$ cat config.mk
export PLATFORM = sky130hd
export DESIGN_NAME = genie_delay_arb
export DESIGN_NICKNAME = d
export VERILOG_FILES = /design/src/rtl/genie_arb_pkg.sv /design/src/rtl/genie_rr_pick.sv /design/src/rtl/genie_delay_arb.sv
export SDC_FILE = /design/constraint.sdc
export NUM_CORES = 1
export LEC_CHECK = 0
export ABC_AREA = 1
export CAP_MARGIN = 10
export CORE_ASPECT_RATIO = 0.7
export CORE_UTILIZATION = 38
export DETAILED_ROUTE_END_ITERATION = 7
export GPL_ROUTABILITY_DRIVEN = 0
export PLACE_DENSITY = 0.88
export SLEW_MARGIN = 0
export SYNTH_ARGS = -nofsm -noshare
export SYNTH_HDL_FRONTEND = slang
export SYNTH_SLANG_ARGS = --single-unit
$ cat constraint.sdc
create_clock -name clk -period 1.5 [get_ports clk]
set_input_delay 0.225 -clock clk [delete_from_list [all_inputs] [get_ports clk]]
set_output_delay 0.225 -clock clk [all_outputs]
set_load 0.005 [all_outputs]
$ cat src/rtl/genie_arb_pkg.sv
// -----------------------------------------------------------------------------
// genie_arb_pkg
// Shared definitions for the genie family of arbiters.
//   src_w(n)                 : width of a source index for n requesters,
//                              never less than 1 bit.
//   rr_next(valid, last, n)  : round-robin scan. Returns the first set bit of
//                              valid[n-1:0] starting at last+1 and wrapping
//                              modulo n, plus a found flag.
// The scan works on a fixed-width valid vector so a single function serves
// every arbiter size up to ARB_MAX_NI requesters.
// -----------------------------------------------------------------------------
package genie_arb_pkg;

  localparam int ARB_MAX_NI = 64;
  localparam int ARB_IDX_W  = $clog2(ARB_MAX_NI);

  typedef struct packed {
    logic                 found;
    logic [ARB_IDX_W-1:0] idx;
  } rr_pick_t;

  function automatic int src_w(input int n);
    return (n <= 1) ? 1 : $clog2(n);
  endfunction

  // last is always < n, and off runs 1..n, so last+off < 2n: a single
  // conditional subtract replaces a modulo by a non-power-of-two.
  function automatic rr_pick_t rr_next(input logic [ARB_MAX_NI-1:0] valid,
                                       input int last,
                                       input int n);
    rr_pick_t r;
    int       k;
    r = '0;
    for (int off = 1; off <= ARB_MAX_NI; off++) begin
      if (off <= n && !r.found) begin
        k = last + off;
        if (k >= n) begin
          k = k - n;
        end
        if (valid[ARB_IDX_W'(k)]) begin
          r.found = 1'b1;
          r.idx   = ARB_IDX_W'(k);
        end
      end
    end
    return r;
  endfunction

endpackage

$ cat src/rtl/genie_rr_pick.sv
// -----------------------------------------------------------------------------
// genie_rr_pick
// Purely combinational round-robin picker.
// Ports:
//   valid [NI]   : request vector
//   last  [SRCW] : index granted most recently; the scan starts just above it
//   idx   [SRCW] : chosen requester (meaningless when found = 0)
//   found        : at least one requester is valid
// NI must not exceed genie_arb_pkg::ARB_MAX_NI.
// -----------------------------------------------------------------------------
module genie_rr_pick
  import genie_arb_pkg::*;
#(
  parameter int NI   = 2,
  parameter int SRCW = 1
) (
  input  logic [NI-1:0]   valid,
  input  logic [SRCW-1:0] last,
  output logic [SRCW-1:0] idx,
  output logic            found
);

  logic [ARB_MAX_NI-1:0] valid_ext;
  rr_pick_t              pick;

  always_comb begin
    valid_ext         = '0;
    valid_ext[NI-1:0] = valid;
    pick              = rr_next(valid_ext, int'(last), NI);
    idx               = SRCW'(pick.idx);
    found             = pick.found;
  end

endmodule

$ cat src/rtl/genie_delay_arb.sv
// -----------------------------------------------------------------------------
// genie_delay_arb
// Packet-aware round-robin arbiter in front of one genie_mem_delay channel.
// A requester keeps the grant from its first accepted beat until its eop beat
// is accepted; the winning beat is registered together with its source index.
// Ports:
//   clk, reset            : clock, synchronous active-low reset
//   i_data  [NI*WIDTH]    : requester k data in slice [k*WIDTH +: WIDTH]
//   i_eop   [NI]          : last beat of packet, per requester
//   i_valid [NI]          : beat valid, per requester
//   i_ready [NI]          : beat accepted when i_valid[k] && i_ready[k]
//   o_data  [WIDTH]       : registered winning beat
//   o_eop                 : registered eop
//   o_src   [SRCW]        : requester that produced the beat
//   o_valid               : output beat valid
//   i_ready_out           : downstream accepts the output beat
// -----------------------------------------------------------------------------
module genie_delay_arb
  import genie_arb_pkg::*;
#(
  parameter int NI    = 2,
  parameter int WIDTH = 32,
  parameter int SRCW  = src_w(NI)
) (
  input  logic                  clk,
  input  logic                  reset,
  input  logic [NI*WIDTH-1:0]   i_data,
  input  logic [NI-1:0]         i_eop,
  input  logic [NI-1:0]         i_valid,
  output logic [NI-1:0]         i_ready,
  output logic [WIDTH-1:0]      o_data,
  output logic                  o_eop,
  output logic [SRCW-1:0]       o_src,
  output logic                  o_valid,
  input  logic                  i_ready_out
);

  // Arbitration state
  logic [SRCW-1:0]  last_q,     last_d;
  logic             locked_q,   locked_d;
  logic [SRCW-1:0]  lock_idx_q, lock_idx_d;

  // Output register
  logic [WIDTH-1:0] o_data_q,   o_data_d;
  logic             o_eop_q,    o_eop_d;
  logic [SRCW-1:0]  o_src_q,    o_src_d;
  logic             o_valid_q,  o_valid_d;

  logic [WIDTH-1:0] req_data [NI];
  logic [SRCW-1:0]  pick_idx;
  logic             pick_found;
  logic [SRCW-1:0]  cand_idx;
  logic             cand_found;
  logic             load;
  logic             grant_ok;
  logic             xfer;

  genie_rr_pick #(
    .NI   (NI),
    .SRCW (SRCW)
  ) u_pick (
    .valid (i_valid),
    .last  (last_q),
    .idx   (pick_idx),
    .found (pick_found)
  );

  // Output register can accept a new beat when empty or being drained.
  assign load = !o_valid_q || i_ready_out;

  // While locked the candidate is fixed regardless of i_valid, so the locked
  // requester's ready never depends on its own valid and nobody else can
  // sneak in during a mid-packet bubble.
  assign cand_idx   = locked_q ? lock_idx_q : pick_idx;
  assign cand_found = locked_q || pick_found;
  assign grant_ok   = reset && load && cand_found;
  assign xfer       = grant_ok && i_valid[cand_idx];

  for (genvar gi = 0; gi < NI; gi++) begin : g_req
    assign req_data[gi] = i_data[gi*WIDTH +: WIDTH];
    assign i_ready[gi]  = grant_ok && (cand_idx == SRCW'(gi));
  end

  always_comb begin
    last_d     = last_q;
    locked_d   = locked_q;
    lock_idx_d = lock_idx_q;
    o_data_d   = o_data_q;
    o_eop_d    = o_eop_q;
    o_src_d    = o_src_q;
    o_valid_d  = o_valid_q;

    if (xfer) begin
      o_data_d  = req_data[cand_idx];
      o_eop_d   = i_eop[cand_idx];
      o_src_d   = cand_idx;
      o_valid_d = 1'b1;
      last_d    = cand_idx;
      if (i_eop[cand_idx]) begin
        locked_d = 1'b0;
      end else begin
        locked_d   = 1'b1;
        lock_idx_d = cand_idx;
      end
    end else if (o_valid_q && i_ready_out) begin
      // Drained with nothing to replace it; payload fields simply hold.
      o_valid_d = 1'b0;
    end
  end

  always_ff @(posedge clk) begin
    if (!reset) begin
      // last = NI-1 makes requester 0 the first winner out of reset.
      last_q     <= SRCW'(NI - 1);
      locked_q   <= 1'b0;
      lock_idx_q <= '0;
      o_data_q   <= '0;
      o_eop_q    <= 1'b0;
      o_src_q    <= '0;
      o_valid_q  <= 1'b0;
    end else begin
      last_q     <= last_d;
      locked_q   <= locked_d;
      lock_idx_q <= lock_idx_d;
      o_data_q   <= o_data_d;
      o_eop_q    <= o_eop_d;
      o_src_q    <= o_src_d;
      o_valid_q  <= o_valid_d;
    end
  end

  assign o_data  = o_data_q;
  assign o_eop   = o_eop_q;
  assign o_src   = o_src_q;
  assign o_valid = o_valid_q;

endmodule

---- After elaboration in Yosys (flattened, before gate mapping) ----
Cells that the tools add are included.
storage, ports and cells
  bits of input ports ..................... 71
  register bits after elaboration ......... 38
  logic and storage cells ................. 54
operators by class
  reduce and logical (&&, ||, !) cells .... 11
  bitwise operators ....................... 3
  add/subtract/negate cells ............... 4
  multiplexer cells ....................... 23
  magnitude comparators ................... 6
operator list
  kind                                                                                   count
  32-bit two-way mux                                                                     3
  32-bit by 3-bit greater-or-equal comparator with 1-bit output (second input constant)  2
  7-bit two-way mux                                                                      3
  6-bit two-way mux                                                                      3
  6-bit by 8-bit less-than comparator with 1-bit output (second input constant)          2
  1-bit binary-select mux with 6-bit select                                              2
  1-bit two-way mux                                                                      12
  6-bit by 3-bit subtractor with 6-bit output (second input constant)                    2
  1-bit logical AND                                                                      6
  1-bit by 2-bit adder with 3-bit output (second input constant)                         1
  1-bit by 1-bit adder with 2-bit output (second input constant)                         1
  2-bit greater-or-equal comparator (second input constant)                              1
  1-bit logical OR                                                                       2
  1-bit by 2-bit less-than comparator with 1-bit output (second input constant)          1
  1-bit NOT                                                                              2
  1-bit NOT with 2-bit output                                                            1
  2-bit AND reduction                                                                    1
  2-bit nonzero test                                                                     1
  1-bit zero test                                                                        1

---- Depth between registers and ports, before layout ----
Gate-level depths: netlist (run 1).
  word-level depth ........................ 18
  depth in mapped cells ................... 10

---- Hierarchy ----
A second synthesis (run 1) with hierarchy kept.
second synthesis, totals
  cells, all modules ...................... 294
  area total of the unflattened synthesis .. 1884.3 um^2
modules (own cells, without submodules)
  module           instances  area each (um^2)  cells an instance
  genie_delay_arb  1          1869.3            291
  genie_rr_pick    1          15.0              3

---- Least setup slack after synthesis (run 1) ----
OpenSTA, ideal clock, no wires.
  path kind ............................... reg2out
  from .................................... register o_valid_q (netlist: o_valid)
  to ...................................... output i_ready[0]
  slack ................................... 134 ps
  arrival time ............................ 1141 ps
  cell stages (with the launch flop) ...... 7
  buffers on the path ..................... 1
  cell sequence ........................... dfxtp_1 inv_1 nor2_1 nor3_4 buf_2 inv_1 nor2_1
between the ends
  longest elaborated chain between the ends .. 5
ends and longest elaborated chain
  what                             line                    RTL
  start: declaration               genie_delay_arb.sv:47   logic o_valid_q, o_valid_d;
  start signal: assignment         genie_delay_arb.sv:128  o_valid_q <= o_valid_d;
  1-bit zero test                  genie_delay_arb.sv:69   assign load = !o_valid_q || i_ready_out;
  1-bit logical OR                 genie_delay_arb.sv:69
  1-bit logical AND (2 in series)  genie_delay_arb.sv:76   assign grant_ok = reset && load && cand_found;
  1-bit logical AND                genie_delay_arb.sv:81   assign i_ready[gi] = grant_ok && (cand_idx == SRCW'(gi));
  end: declaration                 genie_delay_arb.sv:30   output logic [NI-1:0] i_ready,
Every way passes these cells.

---- Worst setup path in the final report (run 1) ----
  from .................................... register locked_q
  to ...................................... register locked_q
between the ends
  longest elaborated chain between the ends .. 4
  elaborated cells between the ends (all ways) .. 9
  classes of those cells .................. mux: 6; reduce/logical: 3
ends and longest elaborated chain
  what                                                           line                                          RTL
  start: declaration                                             genie_delay_arb.sv:40                         logic locked_q, locked_d;
  start signal: assignment                                       genie_delay_arb.sv:123                        locked_q <= locked_d;
  1-bit two-way mux                                              genie_delay_arb.sv:74                         assign cand_idx = locked_q ? lock_idx_q : pick_idx;
  1-bit two-way mux (on tied branches) (2 in series)             genie_delay_arb.sv:99, genie_delay_arb.sv:77
  1-bit two-way mux / 1-bit logical AND (equally long branches)  genie_delay_arb.sv:99, genie_delay_arb.sv:77
Several ways; a longest one is shown, not always the timed one. The select of a mux whose other input is x is not followed.
A chain may end at the register's enable or synchronous reset.

==> flow_summary.toml, run 1 <==
[synthesis]
synthesis.instances = 290
ys_types = 16
avgSynthCellArea_um2 = 6.420
synth_warnings = 0
yosys_register_bits = 38
netlist_area_mm2 = 0.001862
synth_nets = 361
yosysTopAreaCell = "dfxtp_1"
yosysSeqAreaShare = 0.4086
synthTopCellsByArea = "dfxtp_1 (41%), nand2_1 (22%), a21oi_1 (9.7%)"
synth_top_cell_area_share = 0.4086

[setup_path]
cp-end-kind = "register"
rr_startpoint = "locked_q"
cp.required_ns = 1.70
critical_path_arrival_ns = 1.69
crit_path_start_kind = "register"
r2r_slack_ns = 0.01
critical_path.max_fanout = 18
rr_worst_depth = 8
critical_path_class = "reg2reg"
r2r_end = "locked_q"

[floorplan]
io_pins = 108
dieWidth_um = 85.66
core_area_mm2 = 0.004529
row_count = 20
start_util = 0.4110
fp.dieH_um = 60.57
die-area_mm2 = 0.005188

[power_and_ir_drop]
finalPower_mw = 2.750
power.leakage_nw = 1.449
power_density_mw_per_mm2 = 822.6
peakVddDrop_v = 0.0004192

[global_routing]
gr-total-overflow = 0
grt_max_degree = 36
antenna_found_initial = 0
grt_pass1_vias = 2102
grt_pass1_wl_um = 9563
grt.total_usage = 0.2400

[sta]
clock.fmax_ghz = 0.6711
post-route-period-util = 0.9934
slew_headroom = 0.7448
worst_pin_slew_ns = 0.3829
final_max_slew_viol_count = 0
rsz0062_at_grt = "true"
setup_viol = 0
hold_violations = 0
hold_ws_ns = 0.2694
clock_skew_ns = 0.003588
fin_tns_setup_ns = 0
fin_crit_ns = 1.490

[detailed_routing]
drt_wl_total_um = 6109
drt-initial-drc-count = 64
via_count = 2259
detail_route.first_pass.iterations = 4
vias_per_cell = 4.776
wl_per_cell_um = 12.92
postRouteAntennaNets = 0
drc = 0

[status]
status = "finished clean"

[clocking]
root_buffer = "clkbuf_8"
cts_made_buffers = 5
cts_htree_levels = 2
worstSkewPairLatency_ns = 0.28
cts_sinks = 38
cts_tree = "done"
cts_max_path_buffers = 2
path_clk_slew_ns = 0.07

[finish]
fin_area_mm2 = 0.003343
layout-drive-gt1-share = 0.1646
finalNetCount = 477
nFillCells = 381
synthToLayoutAreaGrowth_pct = 79.57
n_antenna_cell = 0

[place]
hpwlAfterDp_um = 4178
port_buffers = 107
placed_area_mm2 = 0.003033

[hold_path]
hold_path_class = "in2reg"
holdPathEnd = "o_valid"
whs_path_depth = 4
hold_path.startpoint = "i_ready_out"

[flow_run]
maxCapViolCount = 0
[how the worst max path moves through the flow]
stage / cells after the start / startpoint / endpoint / slack [ns]
finish: 8 / locked_q / locked_q / 0.01
global route: 8 / locked_q / locked_q / -0.07
CTS: 11 / locked_q / lock_idx_q / 0.01
detailed placement: 8 / i_valid[0] / o_data[15] / -0.48
global placement: 6 / i_valid[1] / i_ready[0] / -0.41
floorplan: 6 / o_valid / i_ready[0] / 0.13
[registers in the layout (all words and copies together), names as in the netlist]
register and flops:
o_src 1, last_q 1, lock_idx_q 1, locked_q 1, o_valid 1, o_data 32
o_eop 1
[layer usage]
| metal | vias up | wire, µm | global-route usage | part of all wire |
|---|---|---|---|---|
| li1 | 1156 | - | - | - |
| met1 | 1007 | 2534 | 0.2824 | 0.41 |
| met2 | 91 | 2920 | 0.4286 | 0.48 |
| met3 | 5 | 619 | 0.08980 | 0.10 |
| met4 | 0 | 35 | 0.05238 | 0.0057 |
| met5 | - | 0 | 0 | 0 |
[power by group]
group	switching, mW	internal [mW]
Clock	0.335	0.371
Sequential	0.0525	1.09
Combinational	0.404	0.497
[critical path: stages, from the launching register on]
cell,delay (ns)
dfxtp_4,0.36
nor3_4,0.23
nor3_4,0.07
buf_4,0.15
buf_12,0.13
nand2_4,0.09
buf_12,0.16
nand2_1,0.07
a21oi_1,0.14
[synth_stat cells]
cell type,count
nand2_4,1
buf_6,3
nor2_1,38
buf_2,3
a21oi_1,36
nand2_1,109
inv_2,1
nand3_1,6
nor3_1,1
nor3_4,1
buf_4,4
o21ai_0,6
clkbuf_1,9
dfxtp_1,38
o21ai_1,26
inv_1,8
[area by class of cell]
type	instances	area, µm²	share of cell area
repair buffers	128	1281	0.3832
multi-input cells	224	1089	0.3256
flip-flops and latches	38	765.7	0.2290
clock buffers	7	86.33	0.02582
well taps	66	82.58	0.02470
inverters	9	33.78	0.01010
clock inverters	1	5.005	0.001497
[through the flow]
| stage | util | setup slack [ns] | std cells |
|---|---|---|---|
| 4_1_cts | 0.7116 | 0.01164 | 472 |
| 5_1_grt | 0.7381 | -0.06825 | 473 |
| 2_1_floorplan | - | 0.1340 | 290 |
| 3_5_place_dp | 0.6696 | -0.4780 | 458 |
| 3_3_place_gp | 0.6696 | -0.4110 | 458 |
| 6_report | 0.7381 | 0.009866 | 473 |
[cells in the final DEF, fill, tap and decap left out, drive strengths merged]
| cell | synthesis | layout |
|---|---|---|
| a21oi | 36 | 36 |
| buf | 10 | 23 |
| clkbuf | 9 | 7 |
| clkdlybuf4s50 | 0 | 101 |
| clkinv | 0 | 1 |
| dfxtp | 38 | 38 |
| dlygate4sd2 | 0 | 2 |
| dlymetal6s2s | 0 | 2 |
| inv | 9 | 9 |
| nand2 | 110 | 110 |
| nand3 | 6 | 6 |
| nor2 | 38 | 38 |
| nor3 | 2 | 2 |
| o21ai | 32 | 32 |
[repair_timing]
item / in CTS / in global routing
resized for setup: 22 / 42
setup endpoints to repair: 40 / 39
hold buffers: 0 / 0
buffers inserted: 5 / 2
pin swaps: 3 / 6
gates cloned: 1 / 0
[cells by family (layout without fill, tap and decap cells)]
family          Yosys count  after routing  synth area share
buf+inv                  28            145           0.07862
compound gates           68             68            0.1828
flops                    38             38            0.4086
simple gates            156            156            0.3300
(Power assumes the default switching activity.)
==> run 2, diff against run 1 <==
--- a/config.mk
+++ b/config.mk
@@ -6,7 +6,7 @@
 export NUM_CORES = 1
 export LEC_CHECK = 0
 export ABC_AREA = 1
-export CAP_MARGIN = 10
+export CAP_MARGIN = 5
 export CORE_ASPECT_RATIO = 0.7
 export CORE_UTILIZATION = 38
 export DETAILED_ROUTE_END_ITERATION = 7
==> results of run 2 <==
Final layout, timing and power as in run 1 (identical DEF).
